==> src/rtl/rst_seq_pkg.sv <==
// Shared types and default timing constants for the reset release sequencer.
package rst_seq_pkg;

  localparam int unsigned StateW        = 2;
  localparam int unsigned DefStageDly   = 16;
  localparam int unsigned DefAckTimeout = 255;

  typedef enum logic [StateW-1:0] {
    StHold,
    StWaitAck,
    StDone
  } state_e;

endpackage

==> src/rtl/rst_seq_if.sv <==
// Sequencer-facing signals: software re-reset request, per-stage acks, stage resets and status.
interface rst_seq_if #(
  parameter int unsigned NUM_STAGES = 3
);

  logic                  sw_rst_req;
  logic [NUM_STAGES-1:0] stage_ack_i;
  logic [NUM_STAGES-1:0] stage_rst_o;
  logic                  all_ready;
  logic                  busy;
  logic                  timeout_err;

  modport master (
    input  sw_rst_req,
    input  stage_ack_i,
    output stage_rst_o,
    output all_ready,
    output busy,
    output timeout_err
  );

  modport slave (
    output sw_rst_req,
    output stage_ack_i,
    input  stage_rst_o,
    input  all_ready,
    input  busy,
    input  timeout_err
  );

endinterface

==> src/rtl/rst_seq_cnt.sv <==
// Clear/enable up-counter with a terminal-value match flag; clear wins over enable.
module rst_seq_cnt #(
  parameter int unsigned CNT_W = 8
) (
  input  logic             clk_i,
  input  logic             clr_i,
  input  logic             en_i,
  input  logic [CNT_W-1:0] match_val_i,
  output logic             match_o
);

  logic [CNT_W-1:0] cnt_q, cnt_d;

  always_comb begin
    cnt_d = cnt_q;
    if (clr_i) begin
      cnt_d = '0;
    end else if (en_i) begin
      cnt_d = cnt_q + 1'b1;
    end
  end

  always_ff @(posedge clk_i) begin
    cnt_q <= cnt_d;
  end

  assign match_o = (cnt_q == match_val_i);

endmodule

==> src/rtl/rst_seq.sv <==
// Reset release sequencer: releases stage resets in index order, each after a settle delay and
// gated by the previous stage's ack. Optional ack timeout enabled by RST_SEQ_TIMEOUT_EN.
module rst_seq
  import rst_seq_pkg::*;
#(
  parameter int unsigned NUM_STAGES  = 3,
  parameter int unsigned STAGE_DLY   = DefStageDly,
  parameter int unsigned ACK_TIMEOUT = DefAckTimeout,
  parameter int unsigned CNT_W       = 8
) (
  input logic       clk,
  input logic       rst,
  rst_seq_if.master seq_if
);

  localparam int unsigned     IdxW    = (NUM_STAGES > 1) ? $clog2(NUM_STAGES) : 1;
  localparam logic [IdxW-1:0] LastIdx = IdxW'(NUM_STAGES - 1);

  state_e                state_q, state_d;
  logic [IdxW-1:0]       idx_q, idx_d;
  logic [NUM_STAGES-1:0] stage_rst_q, stage_rst_d;
  logic                  all_ready_q, all_ready_d;
  logic                  busy_q, busy_d;
  logic                  tmo_err_q, tmo_err_d;
  logic                  cnt_clr, cnt_en, cnt_match, ack, tmo;
  logic [CNT_W-1:0]      cnt_match_val;

  // One counter serves both the settle delay (HOLD) and the ack timeout (WAIT_ACK).
  assign cnt_match_val = (state_q == StWaitAck) ? CNT_W'(ACK_TIMEOUT - 1) : CNT_W'(STAGE_DLY - 1);
  assign ack           = seq_if.stage_ack_i[idx_q];

`ifdef RST_SEQ_TIMEOUT_EN
  assign tmo = (state_q == StWaitAck) && cnt_match && !ack;
`else
  assign tmo = 1'b0;
`endif

  always_comb begin
    state_d     = state_q;
    idx_d       = idx_q;
    stage_rst_d = stage_rst_q;
    all_ready_d = all_ready_q;
    busy_d      = busy_q;
    tmo_err_d   = tmo_err_q;
    cnt_clr     = 1'b0;
    cnt_en      = 1'b0;

    case (state_q)
      StHold: begin
        cnt_en = 1'b1;
        if (cnt_match) begin
          stage_rst_d[idx_q] = 1'b0;
          cnt_clr            = 1'b1;
          state_d            = StWaitAck;
        end
      end
      StWaitAck: begin
`ifdef RST_SEQ_TIMEOUT_EN
        cnt_en = 1'b1;
`endif
        if (ack || tmo) begin
          cnt_clr = 1'b1;
          if (tmo) begin
            tmo_err_d = 1'b1;
          end
          if (idx_q == LastIdx) begin
            state_d     = StDone;
            all_ready_d = 1'b1;
            busy_d      = 1'b0;
          end else begin
            idx_d   = idx_q + 1'b1;
            state_d = StHold;
          end
        end
      end
      StDone: begin
      end
      default: state_d = StHold;
    endcase

    // Software re-reset restarts the whole sequence and also drops the sticky error.
    if (seq_if.sw_rst_req) begin
      state_d     = StHold;
      idx_d       = '0;
      stage_rst_d = '1;
      all_ready_d = 1'b0;
      busy_d      = 1'b1;
      tmo_err_d   = 1'b0;
      cnt_clr     = 1'b1;
    end
    if (rst) begin
      cnt_clr = 1'b1;
    end
  end

  always_ff @(posedge clk) begin
    if (rst) begin
      state_q     <= StHold;
      idx_q       <= '0;
      stage_rst_q <= '1;
      all_ready_q <= 1'b0;
      busy_q      <= 1'b1;
      tmo_err_q   <= 1'b0;
    end else begin
      state_q     <= state_d;
      idx_q       <= idx_d;
      stage_rst_q <= stage_rst_d;
      all_ready_q <= all_ready_d;
      busy_q      <= busy_d;
      tmo_err_q   <= tmo_err_d;
    end
  end

  rst_seq_cnt #(
    .CNT_W(CNT_W)
  ) u_cnt (
    .clk_i      (clk),
    .clr_i      (cnt_clr),
    .en_i       (cnt_en),
    .match_val_i(cnt_match_val),
    .match_o    (cnt_match)
  );

  assign seq_if.stage_rst_o = stage_rst_q;
  assign seq_if.all_ready   = all_ready_q;
  assign seq_if.busy        = busy_q;
  assign seq_if.timeout_err = tmo_err_q;

endmodule
==> src/flat_wrapper.sv <==
// flat-port wrapper written by rule: the top's interface ports become plain ports
module rst_seq_flat import rst_seq_pkg::*;
#(
  parameter int unsigned NUM_STAGES  = 3,
  parameter int unsigned STAGE_DLY   = DefStageDly,
  parameter int unsigned ACK_TIMEOUT = DefAckTimeout,
  parameter int unsigned CNT_W       = 8
)
  (clk, rst, seq_if_sw_rst_req, seq_if_stage_ack_i, seq_if_stage_rst_o, seq_if_all_ready, seq_if_busy, seq_if_timeout_err);
  rst_seq_if #(.NUM_STAGES(NUM_STAGES)) seq_if_i ();
  input logic clk;
  input logic rst;
  input wire logic [$bits(seq_if_i.sw_rst_req)-1:0] seq_if_sw_rst_req;
  input wire logic [$bits(seq_if_i.stage_ack_i)-1:0] seq_if_stage_ack_i;
  output wire logic [$bits(seq_if_i.stage_rst_o)-1:0] seq_if_stage_rst_o;
  output wire logic [$bits(seq_if_i.all_ready)-1:0] seq_if_all_ready;
  output wire logic [$bits(seq_if_i.busy)-1:0] seq_if_busy;
  output wire logic [$bits(seq_if_i.timeout_err)-1:0] seq_if_timeout_err;
  assign seq_if_i.sw_rst_req = seq_if_sw_rst_req;
  assign seq_if_i.stage_ack_i = seq_if_stage_ack_i;
  assign seq_if_stage_rst_o = seq_if_i.stage_rst_o;
  assign seq_if_all_ready = seq_if_i.all_ready;
  assign seq_if_busy = seq_if_i.busy;
  assign seq_if_timeout_err = seq_if_i.timeout_err;
  rst_seq #(.NUM_STAGES(NUM_STAGES), .STAGE_DLY(STAGE_DLY), .ACK_TIMEOUT(ACK_TIMEOUT), .CNT_W(CNT_W)) u_core (.clk(clk), .rst(rst), .seq_if(seq_if_i));
endmodule
==> config.mk <==
export PLATFORM = sky130hd
export DESIGN_NAME = rst_seq_flat
export DESIGN_NICKNAME = d
export VERILOG_FILES = /design/src/rtl/rst_seq_pkg.sv /design/src/rtl/rst_seq_if.sv /design/src/rtl/rst_seq_cnt.sv /design/src/rtl/rst_seq.sv /design/src/flat_wrapper.sv
export SDC_FILE = /design/constraint.sdc
export NUM_CORES = 1
export LEC_CHECK = 0
export BUFFER_PORTS_ARGS = -buffer_cell sky130_fd_sc_hd__buf_4
export CAP_MARGIN = 20
export CORE_MARGIN = 5
export CORE_UTILIZATION = 45
export CTS_BUF_LIST = sky130_fd_sc_hd__clkbuf_4 sky130_fd_sc_hd__clkbuf_8
export CTS_CLUSTER_SIZE = 12
export DETAILED_ROUTE_END_ITERATION = 16
export PLACE_DENSITY = 0.64
export REMOVE_ABC_BUFFERS = 1
export SYNTH_ARGS = -nofsm -noshare
export SYNTH_HDL_FRONTEND = slang
export SYNTH_SLANG_ARGS = --single-unit
==> constraint.sdc <==
create_clock -name clk -period 3 [get_ports clk]
set_input_delay 0.15 -clock clk [delete_from_list [all_inputs] [get_ports clk]]
set_output_delay 0.15 -clock clk [all_outputs]
set_load 0.01 [all_outputs]
==> run summary, run 1 <==
Max FO, Critical Path: 12
cts repair resizes: 0
Worst Hold Class: in -> reg
setup ws final: 1.11 ns
TNS Setup: 0 ns
via count: 674
vias in the first global route: 661
hold_ws: 0.193 ns
YS warnings: 0
GRT Residual Overflow: 0
first-pass GRT wire length: 2.69 mm
Avg Synthesized Cell Area: 9.08 sq um
Syn Inst Count: 90
Critical Path Sink Type: flop
CTS tree: done
Placement Rows: 15
Slew headroom: 36.5%
status: complete, no violations
CP Class: reg -> reg
Worst R2R Start: u_core.u_cnt.cnt_q[4]$_SDFFE_PP0N_
slowest stage cell, crit path: a21oi_1
first drt pass iteration count: 4
Worst IR Drop VDD: 0.211 mV
fmax: 530 MHz
Sw Pwr: 85.5 uW
share of layout cells above drive strength 1: 15.8%
hold_buf cts: 0
die area: 2770 sq um
final wirelength: 1.57 mm
CTS sink count: 17
Pleak: 0.000352 uW
Clock Latency Late Sink: 0.30 ns
Worst Path Arrival: 2.03 ns
FILL cells: 174
area of the multi-input gates: 449 sq um
Req. time, crit path: 3.15 ns
CP max stage delay: 0.75 ns
Initial Util: 47.3%
chip height: 52.6 um
worst path cell trace: nor4_1, nand3_1, a21oi_1, a31oi_1
Worst Setup SP: u_core.u_cnt.cnt_q[4]$_SDFFE_PP0N_
number of max-cap violations: 0
largest net degree at the start of global routing: 13
Gate power share: 4.7%
Sw Share: 22.4%
fin crit period: 1.89 ns
Tcrit/Tclk final: 62.8%
Power Dens Cells: 407 nW/um^2
measured slew at the worst slew-check pin: 0.952 ns
unrepaired setup endpoints after global routing: false
Setup WS pre-CTS: 1.16 ns
n_diodes: 0
synthesized cell area: 817 sq um
die width: 52.6 um
sequential area share after synthesis: 41.7%
All-Layer GR Usage: 13.6%
register area: 340 sq um
area grow syn2layout: 14.7%
Post-Route Skew: 0.00708 ns
Setup crit start kind: flop
Reg power frac: 60.0%
commonest non-fill, non-tap cells in the layout: 17 x dfxtp_1, 10 x buf_4, 8 x nor2_1
Setup Fix Bufs, Post-CTS: 0
max-slew violation count: 0
Core Footprint: 1730 sq um
endpoints failing setup: 0
residual DRC count: 0
Routed Antenna Nets: 0
Detailed Place HPWL: 1.18 mm
post-synthesis sequential element count: 17
maximum buffer depth of the clock tree: 2
library cells used by synthesis: 36
routed length per placed instance: 12.5 um
port bufs: 10
min-delay src: seq_if_sw_rst_req
internal power: 296 uW
TritonCTS Buffers: 3
DRT iter0 DRCs: 4
Root Driver: clkbuf_4
antenna violations before repair: 0
H-tree levels: 1
Fin. Hold Viols: 0
clock-pin slew on the worst setup and hold paths: 0.10 ns
GP Congestion: 0.768
I/O Pins: 12
Layout Nets: 112
Vias/cell: 5.35
commonest non-fill, non-tap cell in the layout: dfxtp_1
share of power burned in the clock network: 35.3%
[stage by stage]
step           power, uW  utilization [%]  std cells  area (sq um)
6_report             381             54.3        126           937
5_1_grt              397             54.3        126           937
4_1_cts              385             54.3        126           937
3_5_place_dp         252             52.5        122           907
3_3_place_gp         252             52.5        122           907
2_1_floorplan        244                -         87           801
[Yosys cell counts]
cell type / instances / share of area (%)
or3b_1: 1 / 1.1
a31oi_1: 3 / 2.3
nor2b_1: 1 / 0.77
o21ai_0: 1 / 0.61
buf_4: 1 / 0.92
a211o_1: 2 / 2.1
a21oi_1: 3 / 1.8
or2_2: 1 / 0.77
a21o_1: 2 / 1.8
nand3b_1: 1 / 0.92
nor4bb_1: 1 / 1.2
nand3_1: 3 / 1.8
o2111ai_1: 1 / 1.1
or2b_1: 1 / 0.92
buf_1: 1 / 0.46
nand4b_1: 1 / 1.1
a211oi_2: 1 / 1.5
xor2_1: 5 / 5.4
nor3_1: 7 / 4.3
dfxtp_1: 17 / 42
xnor2_1: 1 / 1.1
nand2_1: 6 / 2.8
o21ai_1: 1 / 0.61
and4bb_1: 1 / 1.5
nor4_1: 1 / 0.77
nand4_1: 3 / 2.3
nor2_1: 8 / 3.7
and4b_1: 1 / 1.2
and3_1: 1 / 0.77
nand2b_1: 1 / 0.77
conb_1: 1 / 0.46
buf_2: 1 / 0.61
o21a_1: 1 / 0.92
ha_1: 4 / 6.1
inv_1: 3 / 1.4
mux2i_1: 2 / 2.5
[per-layer routing]
metal	GRT usage (%)	part of all wire [%]	routed length, um	vias up
li1	-	-	-	341
met1	15.7	50	792	313
met2	20.0	41	648	15
met3	3.99	5.1	80	5
met4	11.9	3.1	49	0
met5	0	0	0	-
[flip-flops by register name (all words and copies together) (netlist names)]
register and count:
u_core.seq_if.busy 1, u_core.idx_q 2, u_core.state_q 2, u_core.u_cnt.cnt_q 8, u_core.seq_if.all_ready 1, u_core.seq_if.stage_rst_o 3
[worst max-delay path, delay by kind of cell (launching register included)]
| kind | cells | cell delay [ns] |
|---|---|---|
| compound gates | 2 | 0.94 |
| flops | 1 | 0.38 |
| simple gates | 2 | 0.41 |
[final cells by class]
type                            count  area share (%)
Tap cell                           25            3.34
Timing Repair Buffer               10            8.01
Sequential cell                    17            36.3
Multi-Input combinational cell     67            47.9
Clock buffer                        4            3.20
Inverter                            3            1.20
[final timing paths]
path	endpoint	slack, ns	depth (start not counted)
worst max register to register	u_core.seq_if.stage_rst_o[1]$_SDFFE_PP1P_	1.11	4
worst max-delay path	u_core.seq_if.stage_rst_o[1]$_SDFFE_PP1P_	1.11	4
worst min-delay path	u_core.state_q[0]$_SDFFE_PP0P_	0.19	3
worst min register to register	u_core.seq_if.all_ready$_SDFFE_PP0P_	0.45	2
[logic make-up after synthesis]
| group | Yosys count | synth area share [%] |
|---|---|---|
| mux | 2 | 2.45 |
| fa+ha+maj | 4 | 6.13 |
| buf+inv | 6 | 3.37 |
| other cells | 1 | 0.459 |
| flops | 17 | 41.7 |
| xor+xnor | 6 | 6.43 |
| simple gates | 39 | 26.6 |
| compound gates | 15 | 12.9 |
[power groups by stage]
stage / Clock (uW) / Combinational [uW] / Sequential [uW]
3_3_place_gp: 0 / 17.7 / 234
2_1_floorplan: 0 / 10.2 / 234
6_report: 135 / 17.8 / 229
4_1_cts: 138 / 17.9 / 229
5_1_grt: 148 / 20.0 / 229
3_5_place_dp: 0 / 17.8 / 234
Note: power is estimated with default switching activity, not from simulation.
==> run 2, diff against run 1 <==
- PLACE_DENSITY: 0.64 -> 0.67
- clock period: 3 -> 1.55 ns (I/O delays scaled with it)
==> run 2 against run 1 <==
Against the previous run: fmax rose by 29%; global-route usage is 0.68 points higher; non-clock buffer count grew 4; worst hold slack got worse by 0.051 ns; worst setup slack got worse by 1.0 ns; clock-buffer cell count stayed put; clock power grew 90%; critical path depth did not move; clock skew decreased by 0.0053 ns; register-to-register slack got worse by 1.0 ns; critical endpoint is now u_core.u_cnt.cnt_q[7]$_SDFFE_PP0N_; largest power group unchanged.
==> run summary, run 2 (same netlist as run 1, synthesis figures left out) <==
max reg flops: 8 (unchanged)
FILL cells: 189 (+8.6%)
area of the multi-input gates: 449 sq um (unchanged)
Post-Route Skew: 0.00182 ns (-0.00526 ns)
Biggest register: u_core.u_cnt.cnt_q
Worst IR Drop VDD: 0.357 mV (+69%)
endpoints failing setup: 0 (unchanged)
share of layout cells above drive strength 1: 21.0% (+5.1 points)
Core Footprint: 1730 sq um (unchanged)
port bufs: 10 (unchanged)
final wirelength: 1.70 mm (+8.0%)
die width: 52.6 um (unchanged)
Clock Latency Late Sink: 0.29 ns (about the same)
CTS tree: done
max-slew violation count: 0 (unchanged)
H-tree levels: 1 (unchanged)
Detailed Place HPWL: 1.22 mm (+4.1%)
Tcrit/Tclk final: 94.2% (+31 points)
hold_buf cts: 0 (unchanged)
via count: 704 (+4.5%)
chip height: 52.6 um (unchanged)
clock-pin slew on the worst setup and hold paths: 0.10 ns (about the same)
Setup Fix Bufs, Post-CTS: 0 (unchanged)
residual DRC count: 0 (unchanged)
routed length per placed instance: 13.1 um (+4.7%)
Worst Hold Class: in -> reg
GP Congestion: 0.744 (-3.1%)
Pleak: 0.000371 uW (+5.4%)
All-Layer GR Usage: 14.3% (+0.68 points)
fmax: 685 MHz (+29%)
R2R cell count: 4 (unchanged)
GRT Residual Overflow: 0 (unchanged)
CTS sink count: 17 (unchanged)
commonest non-fill, non-tap cell in the layout: dfxtp_1
Worst R2R Start: u_core.state_q[1]$_SDFFE_PP0P_
Placement Rows: 15 (unchanged)
Layout Nets: 116 (+3.6%)
Max FO, Critical Path: 7 (-5)
Critical Path Sink Type: flop
Hold Path Depth: 3 (unchanged)
first-pass GRT wire length: 2.80 mm (+4.1%)
n_diodes: 0 (unchanged)
I/O Pins: 12 (unchanged)
largest net degree at the start of global routing: 10 (-3)
Vias/cell: 5.42 (+1.2%)
Hold Path End: u_core.state_q[0]$_SDFFE_PP0P_
die area: 2770 sq um (unchanged)
Root Driver: clkbuf_4
commonest non-fill, non-tap cells in the layout: 16 x dfxtp_1, 14 x buf_4, 8 x nor2_1
area grow syn2layout: 18.8%
register area: 344 sq um (+1.1%)
status: complete, no violations
maximum buffer depth of the clock tree: 2 (unchanged)
number of max-cap violations: 0 (unchanged)
Placed Cells: 126 (+3.3%)
first drt pass iteration count: 4 (unchanged)
Setup crit start kind: flop
fin crit period: 1.46 ns (-0.425 ns)
Routed Antenna Nets: 0 (unchanged)
DRT iter0 DRCs: 13 (+9)
CP Class: reg -> reg
antenna violations before repair: 0 (unchanged)
min-delay src: seq_if_sw_rst_req
cts repair resizes: 0 (unchanged)
Worst Path Arrival: 1.68 ns (-0.35 ns)
Post-Layout Cell Count: 130 (+3.2%)
Initial Util: 47.3% (unchanged)
reg-to-reg endpoint: u_core.u_cnt.cnt_q[7]$_SDFFE_PP0N_
TritonCTS Buffers: 3 (unchanged)
Power Dens Cells: 757 nW/um^2 (+86%)
flop-to-flop setup slack: 0.09 ns (-1.03 ns)
unrepaired setup endpoints after global routing: false
Req. time, crit path: 1.77 ns (-1.38 ns)
Fin. Hold Viols: 0 (unchanged)
TNS Setup: 0 ns (unchanged)
vias in the first global route: 671 (+1.5%)
==> run 2: per-stage QoR <==
stage          hold slack, ns  worst slack [ns]  power (uW)  util, %  cell area, sq um
4_1_cts                 0.118            0.0451         747     56.0               967
3_5_place_dp            0.443            0.0732         490     54.3               937
6_report                0.142            0.0893         735     56.2               971
5_1_grt                 0.145            0.0286         770     56.2               971
2_1_floorplan           0.289            0.0301         472        -               801
3_3_place_gp            0.435             0.127         489     54.3               937
==> run 2: worst max path at each step <==
stage	from	end	slack, ns	cells past startpoint
2_1_floorplan	u_core.state_q[1]$_SDFFE_PP0P_	u_core.seq_if.stage_rst_o[0]$_SDFFE_PP1P_	0.03	4
3_3_place_gp	u_core.state_q[1]$_SDFFE_PP0P_	u_core.u_cnt.cnt_q[7]$_SDFFE_PP0N_	0.13	4
3_5_place_dp	u_core.state_q[1]$_SDFFE_PP0P_	u_core.u_cnt.cnt_q[7]$_SDFFE_PP0N_	0.07	4
4_1_cts	u_core.state_q[1]$_SDFFE_PP0P_	u_core.u_cnt.cnt_q[7]$_SDFFE_PP0N_	0.05	4
5_1_grt	u_core.state_q[1]$_SDFFE_PP0P_	u_core.u_cnt.cnt_q[7]$_SDFFE_PP0N_	0.03	4
6_report	u_core.state_q[1]$_SDFFE_PP0P_	u_core.u_cnt.cnt_q[7]$_SDFFE_PP0N_	0.09	4
==> run 2: final cells by class <==
type	instances	share of cell area (%)
Multi-Input combinational cell	67	46.3
Sequential cell	17	35.4
Timing Repair Buffer	14	10.8
Tap cell	25	3.22
Clock buffer	4	3.09
Inverter	3	1.16
==> run 2: power by group <==
group | total [uW] | internal [uW] | switching [uW]
clock network | 257 | 118 | 139
registers | 441 | 437 | 4.16
logic | 37.1 | 17.7 | 19.4
==> run 2: layer usage <==
| metal | vias to the layer above | routed length, um | global-route usage [%] | part of all wire, % |
|---|---|---|---|---|
| li1 | 352 | - | - | - |
| met1 | 334 | 850 | 17.3 | 50 |
| met2 | 14 | 745 | 21.3 | 44 |
| met3 | 4 | 68 | 4.56 | 4.0 |
| met4 | 0 | 31 | 9.36 | 1.8 |
| met5 | - | 0 | 0 | 0 |
==> run 2: worst max-delay path, stage by stage, from the launching register on <==
cell and delay (ns):
dfxtp_4 0.37, and4bb_2 0.34, nand3_1 0.10, or3b_1 0.40
a211oi_2 0.18
==> run 3, diff against run 2 <==
- SETUP_SLACK_MARGIN: not set -> 0.5
==> run 3 against run 2 <==
Against the previous run: critical path depth unchanged; non-clock buffer count increased by 2; largest cell class unchanged; sequential cell count unchanged; clock power increased by 2%.
==> run summary, run 3 (same netlist as run 1, synthesis figures left out) <==
status: complete, no violations
max reg flops: 8 (unchanged)
CTS tree: done
Critical Path Sink Type: flop
TNS Setup: 0 ns (unchanged)
I/O Pins: 12 (unchanged)
chip height: 52.6 um (unchanged)
TritonCTS Buffers: 3 (unchanged)
port bufs: 10 (unchanged)
measured slew at the worst slew-check pin: 0.577 ns
Tcrit/Tclk final: 92.8% (-1.5 points)
All-Layer GR Usage: 15.5% (+1.2 points)
GP Congestion: 0.744 (unchanged)
area grow syn2layout: 33.8%
Crit path max-delay family: simple AND/OR/NAND/NOR gates
unrepaired setup endpoints after global routing: true
Pleak: 0.000398 uW (+7.3%)
commonest non-fill, non-tap cell in the layout: dfxtp_1
Placement Rows: 15 (unchanged)
Layout Nets: 118 (+1.7%)
Detailed Place HPWL: 1.22 mm (unchanged)
slowest stage cell, crit path: or3b_1
via count: 747 (+6.1%)
fmax: 695 MHz (+1.6%)
commonest non-fill, non-tap cells in the layout: 15 x dfxtp_1, 12 x buf_4, 7 x nor3_1, 7 x nor2_1, 6 x nand2_1
Root Driver: clkbuf_4
first-pass GRT wire length: 3.06 mm (+9.1%)
Biggest register: u_core.u_cnt.cnt_q
clock-pin slew on the worst setup and hold paths: 0.10 ns (about the same)
Routed Antenna Nets: 0 (unchanged)
endpoints failing setup: 0 (unchanged)
die width: 52.6 um (unchanged)
max-slew violation count: 0 (unchanged)
share of layout cells above drive strength 1: 36.4% (+15 points)
Worst Path Arrival: 1.66 ns (-0.02 ns)
largest net degree at the start of global routing: 10 (unchanged)
vias in the first global route: 731 (+8.9%)
Core Footprint: 1730 sq um (unchanged)
antenna violations before repair: 0 (unchanged)
fin area: 1090 sq um (+13%)
maximum buffer depth of the clock tree: 2 (unchanged)
Worst Hold Class: in -> reg
Clock Latency Late Sink: 0.30 ns (about the same)
DRT iter0 DRCs: 15 (+2)
first drt pass iteration count: 4 (unchanged)
Setup crit start kind: flop
Req. time, crit path: 1.77 ns (about the same)
number of max-cap violations: 0 (unchanged)
fin crit period: 1.44 ns (-0.0227 ns)
Post-Route Skew: 0.00932 ns (+0.00750 ns)
CTS sink count: 17 (unchanged)
CP max stage delay: 0.38 ns (-0.02 ns)
die area: 2770 sq um (unchanged)
residual DRC count: 0 (unchanged)
Initial Util: 47.3% (unchanged)
GRT Residual Overflow: 0 (unchanged)
Crit path buffers/inverters: 0 (unchanged)
worst path cell trace: and4bb_2, nand3_1, or3b_1, a211oi_2
Fin. Hold Viols: 0 (unchanged)
n_diodes: 0 (unchanged)
H-tree levels: 1 (unchanged)
Placement Cell Area: 937 sq um (unchanged)
Max FO, Critical Path: 4 (-3)
CP Class: reg -> reg
final wirelength: 2.06 mm (+22%)
routed length per placed instance: 15.6 um (+20%)
Slew headroom: 61.4%
Worst IR Drop VDD: 0.362 mV (+1.5%)
Vias/cell: 5.66 (+4.5%)
hold_buf cts: 0 (unchanged)
Power Dens Cells: 681 nW/um^2 (-10%)
[run 3: changes by cell type in the layout (fill, tap and decap cells not counted), sizes merged]
cell / delta
buf: +2
[run 3: tightest hold or removal path, stage by stage]
cell and delay, ns:
buf_4 0.08, nor2_1 0.12, o21a_1 0.15
[run 3: area by class of cell]
class	count	area, sq um
tap	25	31.3
clock buffer	4	30.0
sequential	17	348
fill	159	633
inverter	3	11.3
multi-input combinational	67	538
timing repair buffer	16	135
[run 3: through the flow]
| stage | total power, uW | hold slack [ns] | std cells | setup slack (ns) | util, % |
|---|---|---|---|---|---|
| after floorplan | 472 | 0.289 | 87 | 0.0301 | - |
| after global placement | 489 | 0.435 | 126 | 0.127 | 54.3 |
| after detailed placement | 490 | 0.443 | 126 | 0.0732 | 54.3 |
| after CTS | 747 | 0.148 | 131 | 0.129 | 59.4 |
| after global routing | 774 | 0.183 | 132 | 0.0700 | 63.3 |
| final | 745 | 0.169 | 132 | 0.112 | 63.3 |
[run 3: report_power, final]
group / switching, uW / internal [uW]
logic: 23.7 / 19.9
registers: 4.68 / 436
clock network: 144 / 118
total: 172 / 573
[run 3: per-layer routing]
layer  track usage [%]  routed length [um]  up-vias
li1                  -                   -      356
met1              17.3                 941      360
met2              25.4                 983       26
met3              4.56                  94        5
met4              9.79                  42        0
met5                 0                   0        -
[run 3: path summary, 6_finish.rpt]
path / startpoint / to / slack, ns / depth (start not counted)
min reg2reg: u_core.seq_if.busy$_SDFFE_PP1P_ / u_core.seq_if.busy$_SDFFE_PP1P_ / 0.46 / 1
max: u_core.state_q[1]$_SDFFE_PP0P_ / u_core.u_cnt.cnt_q[7]$_SDFFE_PP0N_ / 0.11 / 4
max reg2reg: u_core.state_q[1]$_SDFFE_PP0P_ / u_core.u_cnt.cnt_q[7]$_SDFFE_PP0N_ / 0.11 / 4
min: seq_if_sw_rst_req / u_core.state_q[0]$_SDFFE_PP0P_ / 0.17 / 3
[run 3: what timing repair did]
action                                  CTS  global route
endpoints found under the setup margin   17            17
buffers inserted                          1             1
pin swaps                                12             5
gates resized for setup                  14            13
